**src/rtl/ascon_block_padder.sv**
```systemverilog
// Packs a byte stream into 64-bit ASCON rate blocks with 0x80/zero padding; block valid the cycle after the completing byte.
// One block buffered: bytes are refused while a block waits, and the block is held until block_ready_i.
module ascon_block_padder #(
  parameter int          RATE_BYTES = 8,
  parameter logic [7:0]  PAD_BYTE   = 8'h80
) (
  input  logic                    clock_i,
  input  logic                    resetb_i,
  input  logic                    start_i,
  input  logic                    empty_i,
  input  logic                    mode_ad_i,
  input  logic [7:0]              byte_i,
  input  logic                    byte_valid_i,
  input  logic                    byte_last_i,
  output logic                    byte_ready_o,
  output logic [8*RATE_BYTES-1:0] block_o,
  output logic                    block_valid_o,
  output logic                    block_last_o,
  input  logic                    block_ready_i,
  output logic                    done_o
);

  localparam int BW = 8 * RATE_BYTES;
  localparam int CW = (RATE_BYTES > 1) ? $clog2(RATE_BYTES) : 1;
  localparam logic [BW-1:0] PAD_BLK = {PAD_BYTE, {(BW-8){1'b0}}};

  typedef enum logic [1:0] {S_IDLE, S_FILL, S_OUT} state_t;

  state_t          state_q, state_d;
  logic [CW-1:0]   cnt_q, cnt_d;
  logic [BW-1:0]   buf_q, buf_d;
  logic            last_q, last_d;
  logic            pad_q, pad_d;
  logic            done_q, done_d;
  logic            byte_hs, blk_hs;
  int              cnt_v;

  always_ff @(posedge clock_i or negedge resetb_i) begin
    if (!resetb_i) begin
      state_q <= S_IDLE;
      cnt_q   <= '0;
      buf_q   <= '0;
      last_q  <= 1'b0;
      pad_q   <= 1'b0;
      done_q  <= 1'b0;
    end else begin
      state_q <= state_d;
      cnt_q   <= cnt_d;
      buf_q   <= buf_d;
      last_q  <= last_d;
      pad_q   <= pad_d;
      done_q  <= done_d;
    end
  end

  always_comb begin
    state_d = state_q;
    cnt_d   = cnt_q;
    buf_d   = buf_q;
    last_d  = last_q;
    pad_d   = pad_q;
    done_d  = 1'b0;
    byte_hs = byte_valid_i & byte_ready_o;
    blk_hs  = block_valid_o & block_ready_i;
    cnt_v   = int'(cnt_q);
    case (state_q)
      S_IDLE: begin
        if (start_i) begin
          if (empty_i) begin
            if (mode_ad_i) begin
              done_d = 1'b1;
            end else begin
              state_d = S_OUT;
              buf_d   = PAD_BLK;
              last_d  = 1'b1;
            end
          end else begin
            state_d = S_FILL;
            cnt_d   = '0;
            buf_d   = '0;
            last_d  = 1'b0;
            pad_d   = 1'b0;
          end
        end
      end
      S_FILL: begin
        if (byte_hs) begin
          for (int k = 0; k < RATE_BYTES; k++) begin
            if (k == cnt_v)
              buf_d[BW-1-8*k -: 8] = byte_i;
            else if (byte_last_i && (k == cnt_v + 1))
              buf_d[BW-1-8*k -: 8] = PAD_BYTE;
          end
          if (cnt_v == RATE_BYTES - 1) begin
            // Full block on the last byte: padding needs a block of its own.
            state_d = S_OUT;
            cnt_d   = '0;
            last_d  = 1'b0;
            pad_d   = byte_last_i;
          end else begin
            cnt_d = cnt_q + CW'(1);
            if (byte_last_i) begin
              state_d = S_OUT;
              last_d  = 1'b1;
            end
          end
        end
      end
      S_OUT: begin
        if (blk_hs) begin
          if (last_q) begin
            state_d = S_IDLE;
            done_d  = 1'b1;
            buf_d   = '0;
            last_d  = 1'b0;
          end else if (pad_q) begin
            buf_d  = PAD_BLK;
            last_d = 1'b1;
            pad_d  = 1'b0;
          end else begin
            state_d = S_FILL;
            cnt_d   = '0;
            buf_d   = '0;
          end
        end
      end
      default: state_d = S_IDLE;
    endcase
  end

  always_comb begin
    byte_ready_o  = (state_q == S_FILL);
    block_valid_o = (state_q == S_OUT);
    block_o       = buf_q;
    block_last_o  = last_q;
    done_o        = done_q;
  end

endmodule

```
**config.mk**
```make
export PLATFORM = sky130hd
export DESIGN_NAME = ascon_block_padder
export DESIGN_NICKNAME = d
export VERILOG_FILES = /design/src/rtl/ascon_block_padder.sv
export SDC_FILE = /design/constraint.sdc
export NUM_CORES = 1
export LEC_CHECK = 0
export CORE_AREA = 4 4 79 136
export CTS_CLUSTER_DIAMETER = 60
export DETAILED_ROUTE_END_ITERATION = 12
export DIE_AREA = 0 0 83 140
export PLACE_DENSITY = 0.74
export SYNTH_ARGS = -nofsm -noshare
export SYNTH_HDL_FRONTEND = slang
export SYNTH_SLANG_ARGS = --single-unit
```
**constraint.sdc**
```tcl
create_clock -name clock_i -period 2.1 [get_ports clock_i]
set_input_delay 0.315 -clock clock_i [delete_from_list [all_inputs] [get_ports clock_i]]
set_output_delay 0.315 -clock clock_i [all_outputs]
set_load 0.1 [all_outputs]
```
==> results.py <==
metrics = {
    "run_status": {
        "outcome": "finished, violations left",
        "violations": "hold timing",
    },
    "cells_and_area": {
        "n_antenna_cell": 0,
        "syn2layout_area_growth_pct": 39.0,
        "fillers": 862,
        "multiInputGateArea_um2": 1930,
        "drive_above_1_share": 0.454,
        "post-route-cell-area_um2": 5210,
        "final_nets": 455,
        "fin_cells": 559,
        "regArea_um2": 1800,
        "post-route-util": 0.535,
    },
    "drt": {
        "antenna_violating_nets_post_route": 0,
        "drtPass1Iterations": 4,
        "vias_per_cell": 5.08,
        "drtIter0Drc": 115,
        "drc": 0,
        "wire_per_inst_um": 16.9,
        "wirelength_mm": 9.42,
        "vias": 2838,
    },
    "sta": {
        "fmax_mhz": 508,
        "fin_hold_ws_ns": -0.0103,
        "final-setup-viol-count": 0,
        "fin_crit_ns": 1.97,
        "worst_pin_slew_ns": 0.387,
        "fin_crit_sh": 0.938,
        "drv_slew": 0,
        "relSlewSlack": 0.741,
        "fin_skew_ns": 0.00494,
        "report.final.hold_viol_count": 4,
        "rsz0062_at_grt": "false",
    },
    "logic_synthesis": {
        "synth_area_um2": 3750,
        "yosys_most_used_dff": "dfrtp_1",
        "ys_ff_latch": 72,
        "postSynthCellCount": 318,
        "synth_edf_count": 0,
        "yosys_warnings": 0,
        "yosysSeqAreaShare": 0.481,
        "synth_cell_types": 40,
        "synth_top_area_share": 0.481,
        "netlist.top_cell.by_area": "dfrtp_1",
        "synth_area_leaders": "dfrtp_1 (48%), mux2_2 (12%), mux2_4 (8.4%)",
        "avgSynthCellArea_um2": 11.8,
        "synth-async-reset-ratio": 1.00,
        "syn_nets": 344,
    },
    "placed_design": {
        "placedCellCount": 543,
        "placedInstanceArea_um2": 4880,
        "hpwl_mm": 7.14,
        "io_buffers": 83,
        "gp_congestion": 0.852,
    },
    "pwr": {
        "p_sw_frac": 0.447,
        "internal-power_mw": 3.96,
        "clkPwrFrac": 0.217,
        "power_density_nw_per_um2": 1370,
        "power_frac_seq": 0.234,
        "power_leakage_nw": 2.59,
        "peakVddDrop_v": 0.000826,
        "power_mw": 7.16,
        "comb_power_share": 0.549,
        "switching_power_mw": 3.20,
    },
    "hold_path": {
        "hp-class": "input port to async pin",
    },
    "critical_path": {
        "rr_startpoint": "state_q[1]$_DFFE_PN0P_",
        "required_ns": 2.32,
        "worstSetupEndpointType": "register",
        "r2r_slack_ns": 0.13,
        "startpoint": "state_q[1]$_DFFE_PN0P_",
        "path_class": "register to register",
        "cp.arrival_ns": 2.19,
        "crit_path_start_kind": "register",
        "cp_max_fo": 11,
        "r2r.worst_path.cells": 6,
        "reg2reg_to": "block_o[24]$_DFFE_PN0P_",
    },
    "clock_network": {
        "numCtsBuffers": 9,
        "clockBufferDepth": 2,
        "cts_hold_buffers": 0,
        "clock_latency_ns": 0.33,
        "clock-root-buffer": "clkbuf_16",
        "cts_tree": "built",
        "cts_max_level": 3,
        "clk_pin_slew_ns": 0.06,
        "cts.sinks": 72,
    },
    "floorplan": {
        "std_cell_rows": 48,
        "dieArea_um2": 11600,
        "start_util": 0.385,
        "ioPinCount": 84,
        "die_w_um": 83,
        "die_y_um": 140,
        "core_um2": 9730,
    },
    "run": {
        "max_cap_viol_count": 0,
    },
    "global_route": {
        "overflow": 0,
        "antenna_found_initial": 0,
        "grt_max_degree": 73,
        "first_global_vias": 2982,
        "grt_first_pass_wirelength_mm": 15.1,
        "track_usage": 0.164,
    },
}
==> timing repair <==
action | 4_1_cts | 5_1_grt
endpoints found under the setup margin | 21 | 26
pin swaps | 0 | 1
buffers inserted | 0 | 0
resized for setup | 1 | 4
==> kinds of logic after synthesis <==
logic type,synth area share
multiplexers,0.226
AO/OA/AOI/OAI,0.0721
AND/OR/NAND/NOR,0.153
flip-flops,0.481
adder cells (fa/ha/maj),0.0334
buffers and inverters,0.0357
==> cell usage in the layout (no fill, tap or decap), types with 7 or more instances in the layout <==
cell             instances
buf_4                   92
dfrtp_1                 72
nor2_1                  45
mux2_2                  32
mux2_4                  29
nand2_1                 17
and3_1                  15
clkdlybuf4s50_1         14
inv_1                   13
clkbuf_16                9
nand2b_1                 8
o211ai_1                 8
mux2i_1                  8
nand3_4                  7
==> registers in the layout, indices dropped and copies added (netlist names) <==
| signal | flops |
|---|---|
| cnt_q | 3 |
| state_q | 2 |
| pad_q | 1 |
| done_o | 1 |
| block_last_o | 1 |
| block_o | 64 |
==> layer usage <==
metal	vias up	GRT usage	part of all wire
met4	0	0.0956	0.046
met3	28	0.0312	0.032
met2	62	0.315	0.56
met5	-	0	0
met1	1419	0.160	0.36
li1	1329	-	-
==> Yosys cell counts (4+ instances only) <==
master,instances
mux2_4,21
nand2_1,17
o211ai_1,8
nand3_1,5
and3_1,15
mux2_2,39
mux2i_1,8
o21ai_0,7
dfrtp_1,72
nand2b_1,9
clkbuf_1,4
ha_1,10
inv_1,15
nor2_1,45
nand3_2,5
==> power groups by stage <==
stage,Combinational [mW],Sequential (mW),Clock [mW]
floorplan,2.00,2.60,0
global placement,3.88,1.70,0
detailed placement,3.93,1.70,0
CTS,3.95,1.68,1.58
global route,4.13,1.69,1.64
finish,3.93,1.68,1.55
==> how the worst max path moves through the flow <==
stage	end	slack [ns]	cells after the start
4_1_cts	block_o[10]$_DFFE_PN0P_	0.03	6
3_5_place_dp	block_o[10]$_DFFE_PN0P_	-0.03	6
5_1_grt	block_o[10]$_DFFE_PN0P_	0.04	6
2_1_floorplan	block_o[56]$_DFFE_PN0P_	0.001	7
3_3_place_gp	block_o[28]$_DFFE_PN0P_	0.04	6
6_report	block_o[24]$_DFFE_PN0P_	0.13	6
==> per-stage QoR <==
step | worst slack, ns | TNS, ns
6_report | 0.130 | 0
4_1_cts | 0.0338 | 0
5_1_grt | 0.0371 | 0
3_3_place_gp | 0.0406 | 0
3_5_place_dp | -0.0318 | -0.283
2_1_floorplan | 0.00103 | 0
==> layout make-up <==
type / instances / share of cell area
timing repair buffer: 113 / 0.184
clock inverter: 5 / 0.0106
multi-input combinational: 218 / 0.370
inverter: 15 / 0.0113
tap: 125 / 0.0300
clock buffer: 11 / 0.0485
sequential: 72 / 0.346
==> critical path, cell delays in order, from the launching register on <==
cell     delay (ns)
dfrtp_1        0.44
inv_2          0.09
ha_1           0.30
and2_1         0.28
nand2_1        0.35
nor2_1         0.11
mux2_4         0.28
Note: power is estimated with default switching activity, not from simulation.
